===== src/rtl/lzrw1_group_packer.sv =====
// LZRW1 group writer: packs literal/copy items into groups and serializes control word + item bytes.
// Optional statistics counters are built only when LZRW1_PACK_STATS_EN is defined.
module lzrw1_group_packer #(
  parameter int unsigned GROUP_ITEMS = 16
) (
  input  logic        clock,
  input  logic        reset,
  input  logic        tok_valid,
  output logic        tok_ready,
  input  logic        tok_is_copy,
  input  logic [15:0] tok_data,
  input  logic        tok_last,
  output logic        out_valid,
  input  logic        out_ready,
  output logic [7:0]  out_byte,
  output logic        out_last,
  output logic        packer_busy,
  output logic [31:0] stat_items,
  output logic [31:0] stat_bytes
);

  localparam int unsigned CTRL_BYTES = GROUP_ITEMS / 8;
  localparam int unsigned BUF_BYTES  = 2 * GROUP_ITEMS;
  localparam int unsigned CNT_W      = $clog2(BUF_BYTES + 1);
  localparam int unsigned BUF_AW     = $clog2(BUF_BYTES);
  localparam int unsigned ITEM_W     = $clog2(GROUP_ITEMS + 1);
  localparam int unsigned CTRL_AW    = $clog2(GROUP_ITEMS);

  localparam logic [1:0] FILL      = 2'd0;
  localparam logic [1:0] EMIT_CTRL = 2'd1;
  localparam logic [1:0] EMIT_DATA = 2'd2;

  logic [1:0]             state_q, state_d;
  logic [GROUP_ITEMS-1:0] ctrl_q, ctrl_d;
  logic [7:0]             data_buf_q [BUF_BYTES];
  logic [7:0]             data_buf_d [BUF_BYTES];
  logic [ITEM_W-1:0]      item_cnt_q, item_cnt_d;
  logic [CNT_W-1:0]       byte_cnt_q, byte_cnt_d;
  logic [CNT_W-1:0]       ptr_q, ptr_d;
  logic                   last_grp_q, last_grp_d;
  logic                   tok_ready_q, tok_ready_d;
  logic                   out_valid_q, out_valid_d;
  logic [7:0]             out_byte_q, out_byte_d;
  logic                   out_last_q, out_last_d;
  logic                   packer_busy_q, packer_busy_d;

  logic                   accept;
  logic                   out_fire;
  logic [BUF_AW-1:0]      wr_idx;

  assign accept   = tok_valid && tok_ready_q && (state_q == FILL);
  assign out_fire = out_valid_q && out_ready;
  assign wr_idx   = BUF_AW'(byte_cnt_q);

  // Next-state, buffer fill and output byte selection.
  always_comb begin
    state_d       = state_q;
    ctrl_d        = ctrl_q;
    data_buf_d    = data_buf_q;
    item_cnt_d    = item_cnt_q;
    byte_cnt_d    = byte_cnt_q;
    ptr_d         = ptr_q;
    last_grp_d    = last_grp_q;
    out_valid_d   = out_valid_q;
    out_byte_d    = out_byte_q;
    out_last_d    = out_last_q;

    case (state_q)
      FILL: begin
        if (accept) begin
          ctrl_d[CTRL_AW'(item_cnt_q)] = tok_is_copy;
          if (tok_is_copy) begin
            data_buf_d[wr_idx]               = tok_data[15:8];
            data_buf_d[wr_idx + BUF_AW'(1)]  = tok_data[7:0];
            byte_cnt_d                       = byte_cnt_q + CNT_W'(2);
          end else begin
            data_buf_d[wr_idx] = tok_data[7:0];
            byte_cnt_d         = byte_cnt_q + CNT_W'(1);
          end
          item_cnt_d = item_cnt_q + ITEM_W'(1);
          if ((item_cnt_d == ITEM_W'(GROUP_ITEMS)) || tok_last) begin
            last_grp_d  = tok_last;
            state_d     = EMIT_CTRL;
            ptr_d       = '0;
            out_valid_d = 1'b1;
            out_byte_d  = ctrl_d[7:0];
            out_last_d  = 1'b0;
          end
        end
      end
      EMIT_CTRL: begin
        // Control word goes out LSB first by shifting it down one byte per handshake.
        if (out_fire) begin
          if (ptr_q == CNT_W'(CTRL_BYTES - 1)) begin
            state_d    = EMIT_DATA;
            ptr_d      = '0;
            out_byte_d = data_buf_q[0];
            out_last_d = last_grp_q && (byte_cnt_q == CNT_W'(1));
          end else begin
            ctrl_d     = ctrl_q >> 8;
            ptr_d      = ptr_q + CNT_W'(1);
            out_byte_d = ctrl_d[7:0];
          end
        end
      end
      EMIT_DATA: begin
        if (out_fire) begin
          if ((ptr_q + CNT_W'(1)) == byte_cnt_q) begin
            state_d     = FILL;
            ctrl_d      = '0;
            item_cnt_d  = '0;
            byte_cnt_d  = '0;
            last_grp_d  = 1'b0;
            ptr_d       = '0;
            out_valid_d = 1'b0;
            out_byte_d  = '0;
            out_last_d  = 1'b0;
          end else begin
            ptr_d      = ptr_q + CNT_W'(1);
            out_byte_d = data_buf_q[BUF_AW'(ptr_d)];
            out_last_d = last_grp_q && ((ptr_d + CNT_W'(1)) == byte_cnt_q);
          end
        end
      end
      default: begin
        state_d = FILL;
      end
    endcase

    tok_ready_d   = (state_d == FILL);
    packer_busy_d = (state_d != FILL);
  end

  always_ff @(posedge clock or posedge reset) begin
    if (reset) begin
      state_q       <= FILL;
      ctrl_q        <= '0;
      item_cnt_q    <= '0;
      byte_cnt_q    <= '0;
      ptr_q         <= '0;
      last_grp_q    <= 1'b0;
      tok_ready_q   <= 1'b1;
      out_valid_q   <= 1'b0;
      out_byte_q    <= '0;
      out_last_q    <= 1'b0;
      packer_busy_q <= 1'b0;
      for (int i = 0; i < int'(BUF_BYTES); i++) begin
        data_buf_q[i] <= '0;
      end
    end else begin
      state_q       <= state_d;
      ctrl_q        <= ctrl_d;
      item_cnt_q    <= item_cnt_d;
      byte_cnt_q    <= byte_cnt_d;
      ptr_q         <= ptr_d;
      last_grp_q    <= last_grp_d;
      tok_ready_q   <= tok_ready_d;
      out_valid_q   <= out_valid_d;
      out_byte_q    <= out_byte_d;
      out_last_q    <= out_last_d;
      packer_busy_q <= packer_busy_d;
      data_buf_q    <= data_buf_d;
    end
  end

  assign tok_ready   = tok_ready_q;
  assign out_valid   = out_valid_q;
  assign out_byte    = out_byte_q;
  assign out_last    = out_last_q;
  assign packer_busy = packer_busy_q;

`ifdef LZRW1_PACK_STATS_EN
  logic [31:0] stat_items_q, stat_items_d;
  logic [31:0] stat_bytes_q, stat_bytes_d;

  // Free-running accept/handshake counters, wrapping modulo 2^32.
  always_comb begin
    stat_items_d = stat_items_q;
    stat_bytes_d = stat_bytes_q;
    if (accept) begin
      stat_items_d = stat_items_q + 32'd1;
    end
    if (out_fire) begin
      stat_bytes_d = stat_bytes_q + 32'd1;
    end
  end

  always_ff @(posedge clock or posedge reset) begin
    if (reset) begin
      stat_items_q <= '0;
      stat_bytes_q <= '0;
    end else begin
      stat_items_q <= stat_items_d;
      stat_bytes_q <= stat_bytes_d;
    end
  end

  assign stat_items = stat_items_q;
  assign stat_bytes = stat_bytes_q;
`else
  assign stat_items = '0;
  assign stat_bytes = '0;
`endif

endmodule

===== config.mk =====
export PLATFORM = sky130hd
export DESIGN_NAME = lzrw1_group_packer
export DESIGN_NICKNAME = d
export VERILOG_FILES = /design/src/rtl/lzrw1_group_packer.sv
export SDC_FILE = /design/constraint.sdc
export NUM_CORES = 1
export LEC_CHECK = 0
export BUFFER_PORTS_ARGS = -buffer_cell sky130_fd_sc_hd__buf_2
export CAP_MARGIN = 20
export CELL_PAD_IN_SITES_DETAIL_PLACEMENT = 1
export CELL_PAD_IN_SITES_GLOBAL_PLACEMENT = 1
export CORE_MARGIN = 2
export CORE_UTILIZATION = 40
export DETAILED_ROUTE_END_ITERATION = 12
export PLACE_DENSITY_LB_ADDON = 0.1
export SYNTH_ARGS = -nofsm -noshare
export SYNTH_HDL_FRONTEND = slang
export SYNTH_SLANG_ARGS = --single-unit
export TNS_END_PERCENT = 1

===== constraint.sdc =====
create_clock -name clock -period 10.8 [get_ports clock]
set_clock_uncertainty 0.2 [all_clocks]
set_input_delay 1.62 -clock clock [delete_from_list [all_inputs] [get_ports clock]]
set_output_delay 1.62 -clock clock [all_outputs]
set_load 0.02 [all_outputs]

---- Yosys cells after proc, flatten, opt, wreduce, memory -nomap -nowiden ----
Index checks and enable logic that the tools add are counted.
storage, ports and cells
  bits in registers ....................... 304
  output and inout port bits .............. 76
  input bits .............................. 22
  word-level logic and storage cells ...... 158
cells by class
  bitwise operators ....................... 3
  equal/unequal tests ..................... 14
  add/subtract/negate cells ............... 6
  muxes and demuxes ....................... 65
  reduce and logical (&&, ||, !) cells .... 20
  $lt $le $gt $ge ......................... 7
operators by type and width
  operator                                                              number
  256-bit bitwise mux                                                   3
  256-bit 2-to-1 mux                                                    1
  8-bit demux with 5-bit select                                         2
  16-bit 2-to-1 mux                                                     5
  8-bit 2-to-1 mux                                                      10
  6-bit 2-to-1 mux                                                      10
  16-bit one-hot mux with 3 select lines                                1
  8-bit binary-select mux with 5-bit select                             1
  8-bit one-hot mux with 3 select lines                                 1
  6-bit by 1-bit adder with 6-bit output, second input constant         3
  6-bit greater-or-equal comparator, second input constant              3
  5-bit inverter with 6-bit output                                      3
  6-bit one-hot mux with 3 select lines                                 1
  16-bit bitwise mux                                                    1
  5-bit 2-to-1 mux                                                      3
  1-bit 2-to-1 mux                                                      13
  6-bit by 1-bit == test with 1-bit output, second input constant       2
  6-bit == test                                                         2
  6-bit by 1-bit < comparator with 1-bit output, second input constant  2
  2-bit 2-to-1 mux                                                      6
  2-bit inequality test, second input constant                          6
  6-bit one-hot mux with 2 select lines                                 1
  6-bit AND reduction                                                   2
  5-bit by 1-bit adder with 5-bit output, second input constant         2
  other kinds (20)                                                      31

---- Longest topological paths before layout ----
  depth in word-level cells ............... 8
  mapped depth ............................ 12
  gate-level depth less buffers ........... 9

---- Worst setup path after synthesis ----
OpenSTA, ideal clock, no wires.
  kind .................................... input -> register
  start ................................... input tok_is_copy
  end ..................................... register data_buf_q[32] (netlist name)
  setup slack ............................. 7.455 ns
  arrival ................................. 3.068 ns
  stages .................................. 6
  path through ............................ buf_2 -> buf_2 -> clkbuf_1 -> a21boi_0 -> a21oi_1 -> o21ai_1
on the way
  longest elaborated chain between the ends .. 1
RTL lines
  element               RTL line  source
  from (decl)           10        input logic tok_is_copy,
  256-bit 2-to-1 mux    72        if (tok_is_copy) begin
  to (signal assigned)  162       data_buf_q <= data_buf_d;
  to (decl)             35        logic [7:0] data_buf_q [BUF_BYTES];
Every way passes these cells.
A chain may end at the register's enable or synchronous reset.

---- Worst setup path after layout ----
  start ................................... register ptr_q[0]
  end ..................................... register out_byte_q[4] (netlist: out_byte[4])
on the way
  longest elaborated chain between the ends .. 8
RTL lines
  element                                                 RTL line  source
  from (decl)                                             39        logic [CNT_W-1:0] ptr_q, ptr_d;
  from (signal assigned)                                  155       ptr_q <= ptr_d;
  6-bit by 1-bit adder with 6-bit output                  108, 119
  5-bit inverter with 6-bit output (not written as such)  120       out_byte_d = data_buf_q[BUF_AW'(ptr_d)];
  8-bit binary-select mux with 5-bit select               120
  8-bit 2-to-1 mux (not written as such) (2 in series)    120
  8-bit 2-to-1 mux                                        108       if ((ptr_q + CNT_W'(1)) == byte_cnt_q) begin
  8-bit 2-to-1 mux                                        107       if (out_fire) begin
  8-bit one-hot mux with 3 select lines *                 68        case (state_q)
  to (signal assigned)                                    159       out_byte_q <= out_byte_d;
  to (decl)                                               43        logic [7:0] out_byte_q, out_byte_d;
Mark *: on every way between the ends. The rest lies on a longest branch, timed or not. The select of a mux whose other input is x is not followed.

==> impl_metrics.yaml <==
floorplan:
  dieArea_um2: 52700
  ios: 98
  core_area_um2: 50200
  die_h_um: 230
  fp.dieW_um: 230
  fp-row-count: 82
  start_util: 0.406
clock_network:
  numCtsBuffers: 40
  cts_setup_buffers: 0
  ctsHoldBuffers: 0
  root_buffer: "clkbuf_16"
  ctsResizeCount: 0
  cts_tree: "yes"
  htreeDepth: 2
  worstSkewPairLatency_ps: 580
  cts.sinks: 304
  cts.clk_slew.worst_paths_ps: 60
  clockBufferDepth: 3
worst_setup_path:
  r2r_slack_ps: 6530
  path_class: "reg2reg"
  crit_fanout: 42
  slowest_delay_ps: 770
  rr_startpoint: "ptr_q[0]$_DFFE_PP0P_"
  cp-startpoint: "ptr_q[0]$_DFFE_PP0P_"
  cp-start-kind: "flop"
  crit_slowest_cell: "buf_4"
  crit_arrival_ps: 4530
  crit_required_ps: 11060
  cp_cell_sequence: "inv_1, ha_4, buf_4, mux4_2, mux2i_1, a32oi_1, nand4b_1, a21oi_1, o22a_1"
  end_kind: "flop"
logic_synthesis:
  synth_most_common_cell: "dfrtp_1"
  async_flop_share: 1.00
  synth_edf_count: 0
  syn_inst: 2231
  synth_cell_type_count: 84
  yosys-top-cells-count: "dfrtp_1 (303), nand2_1 (272), a22oi_1 (190)"
  yosys.area.top_type: "dfrtp_1"
  synth_top_area_frac: 0.373
  syn_area_per_cell_um2: 9.12
  yosys_warnings: 0
  synth_ff_type: "dfrtp_1"
  synth-seq-cells: 304
  yosys-top-cells-area: "dfrtp_1 (37%), mux4_2 (7.1%), a22oi_1 (7.0%)"
  netlist_area_um2: 20400
  seq_area_frac_synth: 0.374
global_route:
  grt_use_total: 0.317
  grt_pass1_vias: 18982
  grt_overflow_total: 0
  grt_pass1_wl_um: 126000
  grt_start_max_net_pins: 113
  antenna_found_initial: 1
timing:
  worst_slew_pin_slew_ps: 1120
  fin_crit_sh: 0.395
  rsz0062_at_grt: "false"
  fmax_mhz: 234
  relSlewSlack: 0.252
  fin_setup_tns_ps: 0
  hold_viol: 0
  setup_viol: 0
  setup_ws_ps: 6530
  min_period_ps: 4270
  slew_violations: 0
placed_design:
  dp_cells: 2758
  post-dp-hpwl_um: 54200
  io_buffers: 33
  place_ws_ps: 6150
  gp_congestion: 0.919
routing:
  drc: 0
  drt_iter0_drc: 2014
  ant_nets: 0
  viasPerCell: 6.61
  drt_pass1_iterations: 5
  num_vias: 18679
  wl_per_cell_um: 29.8
  wl_um: 84300
status:
  status: "finished, final reports clean"
final_layout:
  area_growth_pct: 7.25
  n_antenna_cell: 0
  post-route-util: 0.435
  nNetsFinal: 2171
  drive_gt1_frac: 0.135
  nFillCells: 5692
  final_cells: 2827
power_and_ir_drop:
  powerDensity_nw_per_um2: 261
  vdd_ir_drop_max_mv: 0.129
  power.leakage_uw: 0.00848
  total_power_uw: 5700
hold_path:
  hp-start: "data_buf_q[115]$_DFFE_PP0P_"
  hold_path.class: "reg2reg"
run:
  maxCapViolCount: 0
area by class of cell:
class                   count  area [um2]  area share
clock buffers              61        1180      0.0541
inverters                  32         128     0.00585
multi-input cells        1676       11500       0.527
clock inverters             6        55.1     0.00252
repair buffers             76         508      0.0233
well taps                 672         841      0.0385
flip-flops and latches    304        7610       0.349
cell families after synthesis:
group | after synthesis | share of synthesized area
xor gates and xnor gates | 18 | 0.00941
adders and majority gates | 19 | 0.0117
muxes | 122 | 0.100
and+or+nand+nor | 547 | 0.128
buffers and inverters | 314 | 0.0754
other | 1 | 0.000184
DFF | 304 | 0.374
AOI/OAI and AO/OA | 906 | 0.301
worst paths after layout:
| path | endpoint | depth (start not counted) |
|---|---|---|
| hold / removal | data_buf_q[115]$_DFFE_PP0P_ | 2 |
| max in group asynchronous | data_buf_q[159]$_DFFE_PP0P_ | 4 |
| hold reg to reg | data_buf_q[115]$_DFFE_PP0P_ | 2 |
| setup / recovery | out_byte[4]$_DFFE_PP0P_ | 9 |
| min in group asynchronous | data_buf_q[20]$_DFFE_PP0P_ | 2 |
| setup reg to reg | out_byte[4]$_DFFE_PP0P_ | 9 |
registers in the layout, summed over array words and instances, names as in the netlist:
signal and count:
byte_cnt_q 6, out_valid 1, ptr_q 6, last_grp_q 1
out_last 1, tok_ready 1, data_buf_q 256, packer_busy 1
state_q 2, item_cnt_q 5, out_byte 8, ctrl_q 16
per-layer routing:
| layer | vias to the layer above | part of all wire | GRT usage |
|---|---|---|---|
| met5 | - | 0 | 0 |
| met4 | 0 | 0.037 | 0.117 |
| met3 | 172 | 0.074 | 0.0474 |
| met2 | 805 | 0.45 | 0.491 |
| met1 | 9691 | 0.44 | 0.447 |
| li1 | 8011 | - | - |
cells in the final DEF (no fill, tap or decap), types with 22 or more instances in the layout:
cell type | synthesis | layout
mux4_2 | 64 | 64
a22o_1 | 120 | 120
o21ai_1 | 123 | 125
conb_1 | 1 | 64
nand3_1 | 23 | 22
o22ai_1 | 78 | 78
a22oi_1 | 190 | 190
clkbuf_16 | 0 | 41
nor2_1 | 122 | 122
buf_2 | 51 | 33
o21ai_0 | 154 | 152
inv_1 | 32 | 31
o22a_1 | 40 | 40
dfrtp_1 | 303 | 302
buf_4 | 73 | 40
mux2i_1 | 43 | 43
a21oi_1 | 111 | 111
nand2_1 | 272 | 272
power by group:
| part | internal (uW) | switching [uW] |
|---|---|---|
| Clock | 771 | 543 |
| Sequential | 1570 | 303 |
| Combinational | 882 | 1630 |
| Total | 3230 | 2480 |
critical path, delay by kind of cell, from the launching register on:
family | cells | cell delay, ps
multiplexers | 2 | 1060
buffers and inverters | 2 | 930
flip-flops | 1 | 650
adder cells (fa/ha/maj) | 1 | 610
AO/OA/AOI/OAI | 3 | 480
AND/OR/NAND/NOR | 1 | 200
through the flow:
| step | hold WS [ps] | instance area, um2 |
|---|---|---|
| 2_1_floorplan | 238 | 20600 |
| 3_3_place_gp | 256 | 20600 |
| 3_5_place_dp | 266 | 20600 |
| 4_1_cts | 278 | 21800 |
| 5_1_grt | 302 | 21800 |
| 6_report | 275 | 21800 |
No activity file was read; power rests on OpenSTA's default activity.
